`src/rtl/gauss3x3_seq_ctrl.sv`:
```
// ============================================================================
// Module   : gauss3x3_seq_ctrl
// Brief    : Frame sequencer for a 3x3 Gaussian filter with an approximate /
//            exact counter datapath. It sequences line-buffer writes, window
//            loads and datapath pipeline enables, and tracks valid outputs.
// Revision : 1.0 - initial release
// ============================================================================
`default_nettype none

module gauss3x3_seq_ctrl #(
  parameter int IMG_W  = 8,
  parameter int IMG_H  = 8,
  parameter int DP_LAT = 2
) (
  input  logic       clk,
  input  logic       rst_n,
  input  logic       start,
  input  logic       approx_mode,
  input  logic       pix_valid,
  output logic       pix_ready,
  input  logic       out_ready,
  output logic       out_valid,
  output logic       lb_wr_en,
  output logic [9:0] lb_col,
  output logic       dp_en,
  output logic       win_load,
  output logic       approx_sel,
  output logic       busy,
  output logic       frame_done
);

  typedef enum logic [2:0] {
    S_IDLE  = 3'd0,
    S_FILL  = 3'd1,
    S_RUN   = 3'd2,
    S_FLUSH = 3'd3,
    S_DONE  = 3'd4
  } state_t;

  localparam logic [9:0] C_COL_LAST = 10'(IMG_W - 1);
  localparam logic [9:0] C_ROW_LAST = 10'(IMG_H - 1);

  state_t              state_q;
  logic [9:0]          col_q, col_d;
  logic [9:0]          row_q, row_d;
  logic [DP_LAT-1:0]   vsr_q, vsr_d;
  logic                approx_sel_q;
  logic                frame_done_q;

  logic pipe_adv;
  logic accept;
  logic col_last;
  logic row_last;

  // The whole pipeline, including pixel intake, stalls on a blocked output.
  assign pipe_adv   = ~vsr_q[DP_LAT-1] | out_ready;
  assign pix_ready  = pipe_adv & ((state_q == S_FILL) | (state_q == S_RUN));
  assign accept     = pix_valid & pix_ready;
  assign col_last   = (col_q == C_COL_LAST);
  assign row_last   = (row_q == C_ROW_LAST);
  assign win_load   = accept & (row_q >= 10'd2) & (col_q >= 10'd2);

  assign out_valid  = vsr_q[DP_LAT-1];
  assign lb_wr_en   = accept;
  assign lb_col     = col_q;
  assign dp_en      = pipe_adv;
  assign approx_sel = approx_sel_q;
  assign busy       = (state_q != S_IDLE);
  assign frame_done = frame_done_q;

  always_comb begin
    col_d = col_q;
    row_d = row_q;
    if (accept) begin
      if (col_last) begin
        col_d = 10'd0;
        row_d = row_q + 10'd1;
      end else begin
        col_d = col_q + 10'd1;
      end
    end
  end

  always_comb begin
    vsr_d = vsr_q;
    if (pipe_adv) begin
      vsr_d[0] = win_load;
      for (int i = 1; i < DP_LAT; i++) begin
        vsr_d[i] = vsr_q[i-1];
      end
    end
  end

  always_ff @(posedge clk) begin
    if (!rst_n) begin
      state_q      <= S_IDLE;
      col_q        <= 10'd0;
      row_q        <= 10'd0;
      vsr_q        <= '0;
      approx_sel_q <= 1'b0;
      frame_done_q <= 1'b0;
    end else begin
      col_q        <= col_d;
      row_q        <= row_d;
      vsr_q        <= vsr_d;
      frame_done_q <= 1'b0;
      case (state_q)
        S_IDLE: begin
          if (start) begin
            state_q      <= S_FILL;
            approx_sel_q <= approx_mode;
            col_q        <= 10'd0;
            row_q        <= 10'd0;
          end
        end
        S_FILL: begin
          if (accept && (row_q == 10'd1) && col_last) state_q <= S_RUN;
        end
        S_RUN: begin
          if (accept && row_last && col_last) state_q <= S_FLUSH;
        end
        S_FLUSH: begin
          // Leave as soon as the last valid output is being handshaken.
          if (vsr_d == '0) begin
            state_q      <= S_DONE;
            frame_done_q <= 1'b1;
          end
        end
        S_DONE:  state_q <= S_IDLE;
        default: state_q <= S_IDLE;
      endcase
    end
  end

endmodule

`default_nettype wire

```
`config.mk`:
```
export PLATFORM = sky130hd
export DESIGN_NAME = gauss3x3_seq_ctrl
export DESIGN_NICKNAME = d
export VERILOG_FILES = /design/src/rtl/gauss3x3_seq_ctrl.sv
export SDC_FILE = /design/constraint.sdc
export NUM_CORES = 1
export LEC_CHECK = 0
export ABC_AREA = 1
export CAP_MARGIN = 30
export CORE_ASPECT_RATIO = 1.5
export CORE_MARGIN = 3
export CORE_UTILIZATION = 50
export CTS_BUF_LIST = sky130_fd_sc_hd__clkbuf_8
export DETAILED_ROUTE_END_ITERATION = 12
export GPL_TIMING_DRIVEN = 0
export PLACE_DENSITY = 0.75
export REMOVE_ABC_BUFFERS = 1
export SETUP_SLACK_MARGIN = 0.05
export SLEW_MARGIN = 20
export SYNTH_ARGS = -nofsm -noshare
export SYNTH_HDL_FRONTEND = slang
export SYNTH_SLANG_ARGS = --single-unit
```
`constraint.sdc`:
```
create_clock -name clk -period 2.75 [get_ports clk]
set_input_delay 0.275 -clock clk [delete_from_list [all_inputs] [get_ports clk]]
set_output_delay 0.275 -clock clk [all_outputs]
set_load 0.02 [all_outputs]
```
# Word-level counts from Yosys, hierarchy flattened
# Index checks and enable logic that the tools add are counted.
dict set report totals {
  regBits 27
  input_bits 6
  word_cells 52
  output_inout_bits 18
}
dict set report classes {
  reduce_logical 10
  n_eq_ne 10
  muxes 15
  n_bitwise 7
  order_cmp 2
  add_sub_neg 2
}
# operator count
set ops {}
lappend ops {{two-way mux 10 bit} 8}
lappend ops {{adder 10 x 1 -> 10 bit (second input constant)} 2}
lappend ops {{== test 10 x 3 -> 1 bit (second input constant)} 2}
lappend ops {{>= comparator 10 x 2 -> 1 bit (second input constant)} 2}
lappend ops {{two-way mux 3 bit} 4}
lappend ops {{case mux 3 bit (4 select lines)} 1}
lappend ops {{== test 10 x 1 -> 1 bit (second input constant)} 1}
lappend ops {{== test 3 x 2 -> 1 bit (second input constant)} 2}
lappend ops {{bitwise AND 1 bit} 4}
lappend ops {{logical AND 1 bit} 4}
lappend ops {{!= test 2 x 1 -> 1 bit (second input constant)} 2}
lappend ops {{!= test 2 bit (second input constant)} 2}
lappend ops {{AND reduction 2 bit} 2}
lappend ops {{AND reduction 4 bit} 1}
lappend ops {{== test 3 x 1 -> 1 bit (second input constant)} 1}
lappend ops {{logical NOT 3 bit} 1}
lappend ops {{nonzero test 3 bit} 1}
lappend ops {{logical NOT 2 bit} 1}
lappend ops {{two-way mux 2 bit} 1}
lappend ops {{OR 1 bit} 2}
lappend ops {{two-way mux 1 bit} 1}
lappend ops {{inverter 1 bit} 1}

# Logic depth before layout (Yosys ltp)
# Gate-level depths: netlist of the first run.
dict set report depth {
  depth_word 10
  depth_mapped 13
}

# Worst setup path after synthesis of the first run
# Ideal clock, no wire load.
dict set report synth_timing {
  path_kind {reg2reg}
  start {register col_q[1], in the netlist lb_col[1]}
  end {register row_q[8]}
  t_arrival_ps 1598
  path_stages_with_launch 11
  t_required_ps 2628
  period_less_slack_ps 1720
  slack_ps 1030
  path_cell_list {dfxtp_1 -> ha_1 -> nand2_1 -> nor2_2 -> nand3_2 -> nor2_8 -> nand2_4 -> nor2_4 -> nand2_2 -> xor2_1 -> nor2_1}
}
dict set report synth_via {
  elab_chain_len 5
}
# element line
set synth_lines {}
lappend synth_lines {{start: declaration} 44} ;# logic [9:0] col_q, col_d;
lappend synth_lines {{start signal: assignment} 103} ;# col_q <= col_d;
lappend synth_lines {{== test 10 x 3 -> 1 bit (*)} 59} ;# assign col_last = (col_q == C_COL_LAST);
lappend synth_lines {{two-way mux 10 bit (*)} 75} ;# if (col_last) begin
lappend synth_lines {{two-way mux 10 bit (*)} 74} ;# if (accept) begin
lappend synth_lines {{two-way mux 10 bit} 109} ;# if (start) begin
lappend synth_lines {{two-way mux 10 bit (*)} 107} ;# case (state_q)
lappend synth_lines {{end signal: assignment} 104} ;# row_q <= row_d;
lappend synth_lines {{end: declaration} 45} ;# logic [9:0] row_q, row_d;
# Mark *: on every way between the ends. The rest lies on a longest branch, timed or not.
# A chain may end at the register's enable or synchronous reset.

# Final worst setup path of the first run
dict set report layout_timing {
  start {input port out_ready}
  end {output port win_load}
}
dict set report layout_via {
  elab_chain_len 5
}
# element line
set layout_lines {}
lappend layout_lines {{start: declaration} 21} ;# input logic out_ready,
lappend layout_lines {{OR 1 bit} 56} ;# assign pipe_adv = ~vsr_q[DP_LAT-1] | out_ready;
lappend layout_lines {{bitwise AND 1 bit} 57} ;# assign pix_ready = pipe_adv & ((state_q == S_FILL) | (state_q == S_RUN));
lappend layout_lines {{bitwise AND 1 bit} 58} ;# assign accept = pix_valid & pix_ready;
lappend layout_lines {{bitwise AND 1 bit (2 in a row)} 61} ;# assign win_load = accept & (row_q >= 10'd2) & (col_q >= 10'd2);
lappend layout_lines {{end: declaration} 26} ;# output logic win_load,
# Every way passes these cells.

==> results of run 1 <==
## tightest hold or removal path, delay by kind of cell, from the launching register on
kind             cells  cell delay (ps)
AND/OR/NAND/NOR      1               60
flip-flops           1              320
AO/OA/AOI/OAI        1               50
## stage by stage
stage	hold slack (ps)	instance area, um2
2_1_floorplan	396	1590
3_3_place_gp	452	1860
3_5_place_dp	453	1860
4_1_cts	470	1910
5_1_grt	509	1910
6_report	466	1910
## logic make-up (layout without fill, tap and decap cells)
logic type	Yosys count	after routing
simple gates	122	122
buf+inv	45	69
flops	27	27
compound gates	24	24
xor+xnor	9	9
fa+ha+maj	5	5
## what timing repair did
action	4_1_cts	5_1_grt
endpoints found under the setup margin	0	1
gates resized for setup	0	1
buffers inserted	0	0
## cell usage in the layout, fill, tap and decap left out
cell type / n
xor2_1: 7
nand3_4: 1
nor2_4: 3
nor3_2: 1
nor3b_2: 1
o21ai_1: 1
nand2_1: 38
or2_0: 1
nor2_1: 34
ha_1: 5
inv_1: 43
or2_2: 1
clkbuf_8: 3
nor2_2: 6
nor3_1: 7
a21oi_1: 11
nand2_2: 3
o21bai_1: 1
nand3_2: 2
o211ai_1: 2
nand3_1: 16
a31oi_1: 1
nor2_8: 1
xnor2_1: 2
o21ai_0: 8
nand4_1: 5
dfxtp_1: 27
clkdlybuf4s50_1: 23
nand2_4: 2
## cell type report
class,count,area [um2],area share (%)
clock buffers,3,41.3,2.16
clock inverters,1,3.75,0.196
inverters,42,158,8.24
multi-input cells,160,892,46.6
flip-flops and latches,27,541,28.2
well taps,39,48.8,2.55
repair buffers,23,230,12.0
## flip-flops by register name, summed over array words and instances, names as in the netlist
| register | cells |
|---|---|
| approx_sel | 1 |
| row_q | 10 |
| state_q | 3 |
| frame_done | 1 |
| vsr_q | 2 |
| lb_col | 10 |
## power breakdown
group	leakage (uW)	switching (uW)	total [uW]	internal (uW)
logic	0.000655	303	497	194
registers	0.000218	40.6	468	428
clock network	0.0000269	122	222	100
total	0.000900	465	1190	722
## per-layer routing
layer | global-route usage, % | vias to the layer above
li1 | - | 772
met1 | 20.9 | 670
met2 | 36.9 | 23
met3 | 2.35 | 5
met4 | 7.67 | 0
met5 | 0 | -
## path summary, 6_finish.rpt
kind                           startpoint                       to  slack (ps)  cells after the start
setup / recovery                out_ready                 win_load         240                      7
hold / removal    approx_sel$_SDFFE_PN0P_  approx_sel$_SDFFE_PN0P_         470                      2
setup reg to reg     lb_col[1]$_SDFF_PN0_  state_q[1]$_SDFFE_PN0P_         940                      8
hold reg to reg   approx_sel$_SDFFE_PN0P_  approx_sel$_SDFFE_PN0P_         470                      2
==> impl_metrics.env, run 1 <==
export IMPL_crit_required_ps=2480
export IMPL_grt_usage_pct=19.2
export IMPL_yosys_top_cells_area="dfxtp_1 34%, inv_1 9.8%, nand2_1 8.9%, nor2_1 8.0%, nand3_1 5.0%"
export IMPL_clock_latency_ps=270
export IMPL_dr_max_layer_used="met4"
export IMPL_postSynthAreaPerCell_um2=6.92
export IMPL_post_drt_via_cell_ratio=4.98
export IMPL_synth_ff_type="dfxtp_1"
export IMPL_clockRootBuffer="clkbuf_8"
export IMPL_num_fill_cells=299
export IMPL_drtPass1Iterations=4
export IMPL_antenna_found_initial=0
export IMPL_finalHoldViolations=0
export IMPL_p_per_area_mw_per_mm2=620
export IMPL_final_nets=268
export IMPL_maxCapViolCount=0
export IMPL_routed_wl_met2_um=1730
export IMPL_async_flop_share_pct=0
export IMPL_yosys_area_top_type="dfxtp_1"
export IMPL_cts_tree="done"
export IMPL_slew_violations=0
export IMPL_cts_made_buffers=3
export IMPL_overflow=0
export IMPL_pre_cts_ws_ps=93.2
export IMPL_synth_seq_cells=27
export IMPL_synthTopCellsByCount="42 x inv_1, 38 x nand2_1, 34 x nor2_1"
export IMPL_fmax_mhz=398
export IMPL_wl_met3_um=85
export IMPL_crit_chain="clkdlybuf4s50_1 > or2_0 > nand2_1 > nor2_4 > nand2_1 > inv_1 > clkdlybuf4s50_1"
export IMPL_grt_pass1_vias=1423
export IMPL_ys_types=30
export IMPL_synth_xor_area_share_pct=4.91
export IMPL_die_area_mm2=0.00394
export IMPL_syn_instance_count=232
export IMPL_hpwlAfterDp_um=2530
export IMPL_cts_sinks=27
export IMPL_synth_top_area_share_pct=33.7
export IMPL_place_congestion=0.761
export IMPL_wl_per_cell_um=10.8
export IMPL_clk_pin_slew_ps=90
export IMPL_synth_top_family_by_area="simple AND/OR/NAND/NOR gates"
export IMPL_cp_max_fo=13
export IMPL_cp_buffers_inverters=3
export IMPL_wirelength_um=3200
export IMPL_status="complete, no violations"
export IMPL_stdcell_count=295
export IMPL_hp_class="register to register"
export IMPL_cts_hold_buf=0
export IMPL_worstMarginPinSlew_ps=328
export IMPL_synth_compound_area_share_pct=8.03
export IMPL_synthMuxAreaShare_pct=0
export IMPL_setup_slack_ps=238
export IMPL_synth_cell_area_mm2=0.00161
export IMPL_setup_viol=0
export IMPL_yosys_warnings=0
export IMPL_num_rows=24
export IMPL_vias=1470
export IMPL_areaGrowthSynthToFinish_pct=19.3
export IMPL_max_slew_margin_pct=78.1
export IMPL_dieHeight_um=75.4
export IMPL_fp_coreArea_mm2=0.00300
export IMPL_crit_type="input pin to primary output"
export IMPL_leakagePower_uw=0.000900
export IMPL_seq_area_frac_synth_pct=33.7
export IMPL_htreeDepth=1
export IMPL_synth_adder_area_share_pct=3.90
export IMPL_post_route_period_util_pct=91.3
export IMPL_synth_most_common_cell="inv_1"
export IMPL_cp_slowest_cell="clkdlybuf4s50_1"
export IMPL_end_kind="primary output"
export IMPL_route_detailed_drc=0
export IMPL_drive_gt1_share_pct=9.38
export IMPL_synth_simple_gate_area_share_pct=38.4
export IMPL_cp_start_kind="input pin"
export IMPL_cts_max_path_buffers=2
export IMPL_ant_nets=0
export IMPL_wl_met1_um=1320
export IMPL_finalPower_uw=1190
export IMPL_grt_max_degree=15
export IMPL_critical_path_top_delay_family="buffers and inverters"
export IMPL_start_util_pct=53.5
export IMPL_synth_edf_count=0
export IMPL_max_stage_delay_ps=600
export IMPL_ios=24
export IMPL_worstPathArrival_ps=2240
export IMPL_antenna_cells=0
export IMPL_rsz0062_at_grt="false"
export IMPL_final_util_pct=63.7
export IMPL_irDropWorstVdd_mv=0.463
export IMPL_setup_tns_ps=0
export IMPL_finalCriticalPeriod_ps=2510
export IMPL_drt_iter0_markers=24
export IMPL_io_buffers=23
export IMPL_die_w_um=52.3
export IMPL_grt_pass1_wl_um=5810
export IMPL_skew_ps=4.39
export IMPL_dp_cells=291
Power figures use the tool's default switching activity.
==> run 2: changes to the inputs <==
--- a/config.mk
+++ b/config.mk
@@ -16,7 +16,6 @@
 export PLACE_DENSITY = 0.75
 export REMOVE_ABC_BUFFERS = 1
 export SETUP_SLACK_MARGIN = 0.05
-export SLEW_MARGIN = 20
 export SYNTH_ARGS = -nofsm -noshare
 export SYNTH_HDL_FRONTEND = slang
 export SYNTH_SLANG_ARGS = --single-unit
==> results of run 2 <==
The final DEF is identical to that of run 1; final timing and power are the same.
